===== src/rtl/usb_rx_reader.sv =====
// usb_rx_reader: FT600-style synchronous 245-FIFO read master.
// Drives usb_outen_l / usb_rden_l and samples first-word-fall-through data.
// Buffers the words in a small circular skid FIFO and presents them as a
// valid/ready stream.
// Optional feature macro: USB_RX_BE_CHECK_EN. When it is defined, captured
// words whose byte enables are not 4'hF are dropped and counted in
// be_err_cnt. When it is undefined, usb_be_i is ignored and be_err_cnt is 0.

// Occupancy checker: the skid FIFO must never overflow or underflow.
module usb_rx_reader_chk #(
  parameter int SKID_DEPTH = 4,
  parameter int FILL_W     = 3
) (
  input logic              clk,
  input logic              rst_l,
  input logic              push,
  input logic              pop,
  input logic [FILL_W-1:0] fill
);
  localparam logic [FILL_W-1:0] FILL_FULL = FILL_W'(SKID_DEPTH);

  a_no_overflow: assert property (@(posedge clk) disable iff (!rst_l)
    !(push && !pop && (fill == FILL_FULL)));

  a_no_underflow: assert property (@(posedge clk) disable iff (!rst_l)
    !(pop && (fill == '0)));

  a_fill_bound: assert property (@(posedge clk) disable iff (!rst_l)
    (fill <= FILL_FULL));
endmodule

module usb_rx_reader #(
  parameter int WIDTH      = 32,
  parameter int SKID_DEPTH = 4
) (
  input  logic             clk,
  input  logic             rst_l,
  input  logic [WIDTH-1:0] usb_data_i,
  input  logic [3:0]       usb_be_i,
  input  logic             usb_rx_empty,
  input  logic             tx_busy,
  output logic             usb_outen_l,
  output logic             usb_rden_l,
  output logic             rx_busy,
  output logic [WIDTH-1:0] m_data,
  output logic             m_valid,
  input  logic             m_ready,
  output logic [15:0]      be_err_cnt
);
  localparam int PTR_W  = $clog2(SKID_DEPTH);
  localparam int FILL_W = PTR_W + 1;
  // A burst may only start while at least two slots are free.
  localparam logic [FILL_W-1:0] FILL_ARB  = FILL_W'(SKID_DEPTH - 2);
  // Once this many words are held, the current edge is the last read edge.
  localparam logic [FILL_W-1:0] FILL_STOP = FILL_W'(SKID_DEPTH - 1);
  localparam logic [FILL_W-1:0] FILL_ZERO = '0;
  localparam logic [FILL_W-1:0] FILL_ONE  = FILL_W'(1'b1);
  localparam logic [PTR_W-1:0]  PTR_ONE   = PTR_W'(1'b1);

  typedef enum logic [1:0] {
    ST_IDLE = 2'd0,
    ST_OE   = 2'd1,
    ST_READ = 2'd2,
    ST_DONE = 2'd3
  } state_t;

  state_t            state_r;
  state_t            state_nxt_s;
  logic              outen_nxt_s;
  logic              rden_nxt_s;
  logic              usb_outen_l_r;
  logic              usb_rden_l_r;
  logic              rx_busy_r;

  logic [WIDTH-1:0]  mem_r [SKID_DEPTH];
  logic [PTR_W-1:0]  wr_ptr_r;
  logic [PTR_W-1:0]  rd_ptr_r;
  logic [FILL_W-1:0] fill_r;

  logic              capture_s;
  logic              be_ok_s;
  logic              push_s;
  logic              pop_s;

  // Next-state logic of the bus FSM.
  always_comb begin
    state_nxt_s = state_r;
    case (state_r)
      ST_IDLE: begin
        if (!usb_rx_empty && !tx_busy && (fill_r <= FILL_ARB)) begin
          state_nxt_s = ST_OE;
        end else begin
          state_nxt_s = ST_IDLE;
        end
      end
      ST_OE: begin
        state_nxt_s = ST_READ;
      end
      ST_READ: begin
        if (usb_rx_empty || (fill_r >= FILL_STOP)) begin
          state_nxt_s = ST_DONE;
        end else begin
          state_nxt_s = ST_READ;
        end
      end
      ST_DONE: begin
        state_nxt_s = ST_IDLE;
      end
      default: begin
        state_nxt_s = ST_IDLE;
      end
    endcase
  end

  // Bus strobe values for the state being entered, so the strobes can be registered.
  always_comb begin
    outen_nxt_s = 1'b1;
    rden_nxt_s  = 1'b1;
    case (state_nxt_s)
      ST_OE: begin
        outen_nxt_s = 1'b0;
        rden_nxt_s  = 1'b1;
      end
      ST_READ: begin
        outen_nxt_s = 1'b0;
        rden_nxt_s  = 1'b0;
      end
      default: begin
        outen_nxt_s = 1'b1;
        rden_nxt_s  = 1'b1;
      end
    endcase
  end

  // State register and glitch-free registered bus strobes.
  always_ff @(posedge clk or negedge rst_l) begin
    if (!rst_l) begin
      state_r       <= ST_IDLE;
      usb_outen_l_r <= 1'b1;
      usb_rden_l_r  <= 1'b1;
      rx_busy_r     <= 1'b0;
    end else begin
      state_r       <= state_nxt_s;
      usb_outen_l_r <= outen_nxt_s;
      usb_rden_l_r  <= rden_nxt_s;
      rx_busy_r     <= (state_nxt_s != ST_IDLE);
    end
  end

  // FWFT: the word on the bus is valid on any read edge while data remains.
  assign capture_s = (state_r == ST_READ) && !usb_rden_l_r && !usb_rx_empty;
  assign push_s    = capture_s && be_ok_s;
  assign pop_s     = (fill_r != FILL_ZERO) && m_ready;

  // Skid FIFO storage, pointers and occupancy.
  always_ff @(posedge clk or negedge rst_l) begin
    if (!rst_l) begin
      wr_ptr_r <= '0;
      rd_ptr_r <= '0;
      fill_r   <= '0;
      for (int i = 0; i < SKID_DEPTH; i++) begin
        mem_r[i] <= '0;
      end
    end else begin
      if (push_s) begin
        mem_r[wr_ptr_r] <= usb_data_i;
        wr_ptr_r        <= wr_ptr_r + PTR_ONE;
      end
      if (pop_s) begin
        rd_ptr_r <= rd_ptr_r + PTR_ONE;
      end
      case ({push_s, pop_s})
        2'b10:   fill_r <= fill_r + FILL_ONE;
        2'b01:   fill_r <= fill_r - FILL_ONE;
        default: fill_r <= fill_r;
      endcase
    end
  end

  assign usb_outen_l = usb_outen_l_r;
  assign usb_rden_l  = usb_rden_l_r;
  assign rx_busy     = rx_busy_r;
  assign m_valid     = (fill_r != FILL_ZERO);
  assign m_data      = mem_r[rd_ptr_r];

`ifdef USB_RX_BE_CHECK_EN
  logic [15:0] be_err_cnt_r;

  assign be_ok_s = (usb_be_i == 4'hF);

  // Saturating count of captured words dropped for partial byte enables.
  always_ff @(posedge clk or negedge rst_l) begin
    if (!rst_l) begin
      be_err_cnt_r <= 16'h0000;
    end else if (capture_s && !be_ok_s && (be_err_cnt_r != 16'hFFFF)) begin
      be_err_cnt_r <= be_err_cnt_r + 16'h0001;
    end else begin
      be_err_cnt_r <= be_err_cnt_r;
    end
  end

  assign be_err_cnt = be_err_cnt_r;
`else
  logic [3:0] be_unused_s;

  assign be_unused_s = usb_be_i;
  assign be_ok_s     = 1'b1;
  assign be_err_cnt  = 16'h0000;
`endif

  usb_rx_reader_chk #(
    .SKID_DEPTH (SKID_DEPTH),
    .FILL_W     (FILL_W)
  ) u_chk (
    .clk   (clk),
    .rst_l (rst_l),
    .push  (push_s),
    .pop   (pop_s),
    .fill  (fill_r)
  );
endmodule


===== config.mk =====
export PLATFORM = sky130hd
export DESIGN_NAME = usb_rx_reader
export DESIGN_NICKNAME = d
export VERILOG_FILES = /design/src/rtl/usb_rx_reader.sv
export SDC_FILE = /design/constraint.sdc
export NUM_CORES = 1
export LEC_CHECK = 0
export ABC_AREA = 1
export CAP_MARGIN = 20
export CORE_ASPECT_RATIO = 1.2
export CORE_UTILIZATION = 35
export CTS_BUF_LIST = sky130_fd_sc_hd__clkbuf_4 sky130_fd_sc_hd__clkbuf_8
export DETAILED_ROUTE_END_ITERATION = 10
export MAX_ROUTING_LAYER = met4
export PLACE_DENSITY = 0.62
export SYNTH_ARGS = -nofsm -noshare
export SYNTH_HDL_FRONTEND = slang
export SYNTH_HIERARCHICAL = 1
export SYNTH_SLANG_ARGS = --single-unit

===== constraint.sdc =====
create_clock -name clk -period 2.75 [get_ports clk]
set_input_delay 0.55 -clock clk [delete_from_list [all_inputs] [get_ports clk]]
set_output_delay 0.55 -clock clk [all_outputs]
set_load 0.005 [all_outputs]

; Word level (Yosys, flattened, before mapping)
; Index checks and enable logic that the tools add are counted.
[word_totals]
register_bits = 140
input_bits = 41
output_inout_bits = 52
word_cells = 56
[op_classes]
addsub = 4
order_cmp = 5
eq_ne = 7
n_mux = 12
bitwise = 2
reduce_logical = 15
[ops]
columns = cell, count
row1 = 128-bit bitwise mux, 1
row2 = 32-bit two-way mux, 3
row3 = 32-bit binary-select mux with 2-bit select, 1
row4 = 32-bit demux with 2-bit select, 1
row5 = "2-bit equality test, second input constant", 4
row6 = 2-bit one-hot mux with 4 select lines, 1
row7 = "2-bit by 1-bit equality test with 1-bit output, second input constant", 3
row8 = "3-bit greater-or-equal comparator, second input constant", 2
row9 = 1-bit logical AND, 6
row10 = 2-bit inverter with 3-bit output, 2
row11 = 3-bit one-hot mux with 2 select lines, 1
row12 = "2-bit by 1-bit adder with 2-bit output, second input constant", 2
row13 = 1-bit two-way mux, 4
row14 = 2-bit nonzero test, 2
row15 = "3-bit by 1-bit adder with 3-bit output, second input constant", 1
row16 = "3-bit by 2-bit greater-or-equal comparator with 1-bit output, second input constant", 1
row17 = "3-bit by 2-bit <= comparator with 1-bit output, second input constant", 1
row18 = 1-bit logical NOT, 3
row19 = "3-bit by 1-bit < comparator with 1-bit output, second input constant", 1
row20 = 3-bit nonzero test, 1
row21 = "3-bit by 1-bit subtractor with 3-bit output, second input constant", 1
row22 = 2-bit logical NOT, 1
row23 = 2-bit OR reduction, 1
row24 = 1-bit logical OR, 1

; Longest topological paths before layout
[depth]
word_depth = 8
mapped_depth = 14
mapped_depth_nobuf = 13

; Worst setup path after synthesis
; No wires, ideal clock.
[synth_timing]
path_type = register -> register
start = register state_r[0]
end = register fill_r[1]
setup_time_ps = 83
arrival_time_ps = 1819
required_time_ps = 2667
setup_slack_ps = 849
path_stages_with_launch = 11
n_path_buf = 1
synth_period_minus_slack_ps = 1901
cell_sequence = dfrtp_1 inv_1 ha_1 inv_2 nor2_4 buf_4 nand2_1 ha_1 inv_1 fa_1 o21ai_0
[synth_via]
elab_chain_len = 5
elab_cells_between_ends = 7
cone_classes = eq/ne (3) / mux (1) / reduce/logical (3)
[synth_lines]
columns = item, line_no
row1 = "start, declared", 67  ; state_t state_r;
row2 = "start signal, assigned", 143  ; state_r <= state_nxt_s;
row3 = 2-bit equality test (*), 151  ; assign capture_s = (state_r == ST_READ) && !usb_rden_l_r && !usb_rx_empty;
row4 = 1-bit logical AND (*) (2 in a row), 151
row5 = 2-bit by 1-bit equality test with 1-bit output / 2-bit equality test (equally long branches), 172  ; case ({push_s, pop_s})
row6 = 3-bit one-hot mux with 2 select lines / 2-bit nonzero test (equally long branches), -
row7 = "end signal, assigned", 173  ; 2'b10: fill_r <= fill_r + FILL_ONE;
row8 = "end signal, assigned", 174  ; 2'b01: fill_r <= fill_r - FILL_ONE;
row9 = "end signal, assigned", 175  ; default: fill_r <= fill_r;
row10 = "end, declared", 78  ; logic [FILL_W-1:0] fill_r;
; Mark *: on every way between the ends. The rest lies on a longest branch, timed or not.
; A chain may end at the register's enable or synchronous reset.

; Final worst setup path
[layout_timing]
start = register rd_ptr_r[1]
end = output m_data[21]
[layout_via]
elab_chain_len = 4
[layout_lines]
columns = item, line_no
row1 = "start, declared", 77  ; logic [PTR_W-1:0] rd_ptr_r;
row2 = "start signal, assigned", 170  ; rd_ptr_r <= rd_ptr_r + PTR_ONE;
row3 = 2-bit inverter with 3-bit output (not written as such), 184  ; assign m_data = mem_r[rd_ptr_r];
row4 = 32-bit binary-select mux with 2-bit select, 184
row5 = 32-bit two-way mux (not written as such) (2 in a row), 184
row6 = "end, declared", 45  ; output logic [WIDTH-1:0] m_data,
; Every way passes these cells. The select of a mux whose other input is x is not followed.

==> summary.txt <==
Run status
  • Status: complete, no violations

Global route
  • Met3 usage: 2.833%
  • First-pass GRT wire length: 31460 um
  • GRT overflow: 0
  • Initial antenna violation count: 0
  • Met1 Use GR: approximately 25%
  • Largest net degree at the start of global routing: between 80 and 90
  • GRT busiest layer: met2
  • GR Util All Layers: about a fifth
  • Met2 Use GR: 30.94%
  • Vias in the first global route: roughly 6.0k

Floorplan
  • Core area: 20250 sq um
  • Total I/O pin count: 93
  • Rows: 57
  • Die height: 159.5 um
  • Die area: 21250 sq um
  • Die width: 133.3 um
  • Initial Utilization: 35.72%

Power and ir drop
  • PwrDens: 1224 nW/um^2
  • Power, Total: 10.51 mW
  • Worst IR drop on VDD: 757.7 uV
  • Int Power: 6.285 mW
  • NetSw: around 4.2 mW
  • Seq pwr share: 34.2%
  • Combinational Power Share: 46.5%
  • Switching Share: about two fifths
  • Share of power burned in the clock network: between 10% and 20%
  • Leakage: about 4.5 nW

Place
  • Hpwl dp: 10760 um
  • Port Buffers: 72
  • GPL Wtd Cong: between 0.7 and 0.8

Drt
  • Routed vias: between 6k and 7k
  • 1st-iter DRT viols: 391
  • Via/cell ratio: 5.062
  • Final ANT Viol Nets: 0
  • DRC errors left: 0
  • DRT Pass-1 Iters: 4
  • Detailed-route wire length per cell: 15.47 um
  • WL final: approximately 19000 um

Critical path
  • Register-to-Register Path Depth: 9
  • Kind of critical path: reg2out
  • Required time of the critical path: 2200 ps
  • Element type at the critical path end: output pin
  • Reg-to-Reg Start: state_r[0]
  • Critical path startpoint category: flop
  • CP max FO: 33
  • Flop2flop setup slack: roughly 870 ps
  • Reg-to-reg critical path endpoint: mem_r[89]
  • Data arrival, critical path: 2040 ps

Timing
  • Slew headroom: 41.41%
  • Worst-Margin Slew: 878.9 ps
  • Final number of hold-violating endpoints: 0
  • Setup TNS: 0 ps
  • Fin crit period: about 2600 ps
  • FMAX: between 0.3 and 0.4 GHz
  • Finish-stage setup viols: 0
  • RSZ-0062 raised after global routing: false
  • Slew Limit Fails: 0
  • Worst Skew: roughly 18 ps
  • Final worst-path cycle share: 94.18%

Layout
  • Ant diodes: 0
  • Nets: 1004
  • Fill count: 2076
  • Most common cell after layout, fill and taps aside: nand2_1
  • Share of cells above drive strength 1: 6.425%
  • Most frequent cells in the layout: nand2_1, dfrtp_1, nand4_1, inv_1, clkdlybuf4s50_1
  • Layout Area Growth over Synthesis: 18.68%

CTS
  • Setup bufs post-CTS: 0
  • Reg clk slew, reported paths: roughly 80 ps
  • CTS tree: built
  • CTS Buf Count: 17
  • CTS Sinks: 140
  • Post-cts sizing count: 0
  • CTS Buffer Depth: 2
  • Post-CTS Hold Buffers: 0
  • Root buffer cell: clkbuf_8
  • Clock latency on the worst-skew pair: 440 ps
  • CTS H-Tree Depth: 4

Synthesis
  • Top cells by area, synth: dfrtp_1, nand2_1, nand4_1, o211ai_1, inv_1
  • Synth Instances: 916
  • Seq/Total Area, Yosys: 48.45%
  • Post-Synthesis Mean Instance Area: around 7.9 sq um
  • Post-synth top area cell: dfrtp_1
  • Post-synth top area share: between 40% and 50%
  • Synth Register Bits: 140
  • Yosys cell types: 19
  • YS warnings: 6
  • Cell Area, Synth: 7236 sq um

Worst hold path
  • Hold crit path type: in2async

Flow run
  • Max cap viols: 0
==> synthesized netlist by cell type (all sizes together) <==
library cell,number
ha,9
buf,70
o21ai,2
o211ai,64
clkbuf,23
xnor2,1
fa,1
dfstp,2
inv,88
nand3,12
nor2,2
dfrtp,138
conb,1
nand2,374
nand4,129
==> final cells by class <==
| cell class | instances | area (sq um) | share of cell area (%) |
|---|---|---|---|
| Tap cell | 265 | 331.6 | 3.861 |
| Clock buffer | 19 | 255.2 | 2.972 |
| Inverter | 88 | 332.8 | 3.876 |
| Sequential cell | 140 | 3506 | 40.83 |
| Timing Repair Buffer | 96 | 952.2 | 11.09 |
| Clock inverter | 12 | 231.5 | 2.696 |
| Multi-Input combinational cell | 610 | 2978 | 34.68 |
==> power groups by stage <==
stage | clock, mW | combinational (mW) | sequential (mW)
after detailed placement | 0 | 4.93 | 3.63
after floorplan | 0 | 3.03 | 3.50
after CTS | 2.08 | 4.95 | 3.59
after global placement | 0 | 4.87 | 3.59
final | 2.03 | 4.89 | 3.59
after global routing | 2.17 | 5.49 | 3.72
==> layer usage <==
metal	share of wire (%)	wire, um	up-vias
met1	46	8695	3014
met3	4.0	758	13
met2	49	9372	134
met5	0	0	-
met4	1.0	197	0
li1	-	-	3065
==> how the worst max path moves through the flow <==
stage               slack (ps)    endpoint  depth (start not counted)         start
global route                40  m_data[21]                          4   rd_ptr_r[1]
floorplan                  850   fill_r[1]                         10    state_r[0]
global placement           480   fill_r[2]                         10  usb_rx_empty
CTS                        110  m_data[21]                          4   rd_ptr_r[1]
finish                     160  m_data[21]                          4   rd_ptr_r[1]
detailed placement         430   fill_r[1]                          7  usb_rx_empty
==> through the flow <==
step / hold slack [ps] / area (sq um) / std cells / utilization (%) / worst slack (ps)
final: 78.60 / 8587 / 1230 / 42.40 / 160.1
after global routing: 101.0 / 8587 / 1230 / 42.40 / 41.92
after CTS: 76.02 / 8587 / 1230 / 42.40 / 106.7
after detailed placement: 458.0 / 8100 / 1199 / 39.99 / 432.4
after global placement: 452.7 / 8100 / 1199 / 39.99 / 477.6
after floorplan: 254.4 / 7292 / 931 / - / 848.6
==> cells by family (layout without fill, tap and decap cells) <==
family / count (synthesis) / after routing / synth area share (%)
xor gates and xnor gates: 1 / 1 / 0.1211
DFF: 140 / 140 / 48.45
adders and majority gates: 10 / 10 / 1.833
AOI/OAI and AO/OA: 66 / 66 / 6.778
buffers and inverters: 181 / 215 / 11.17
other: 1 / 16 / 0.05183
and+or+nand+nor: 517 / 517 / 31.59
==> state kept, by name, summed over array words and instances (netlist names) <==
name	flops
fill_r	3
mem_r	128
rd_ptr_r	2
rx_busy	1
state_r	2
usb_outen_l	1
usb_rden_l	1
wr_ptr_r	2
==> worst max-delay path, cell delays in order (launching register included) <==
cell and delay [ps]:
dfrtp_1 350, buf_4 430, o211ai_1 170, nand2_1 140
clkdlybuf4s50_1 520
Note: power is estimated with default switching activity, not from simulation.
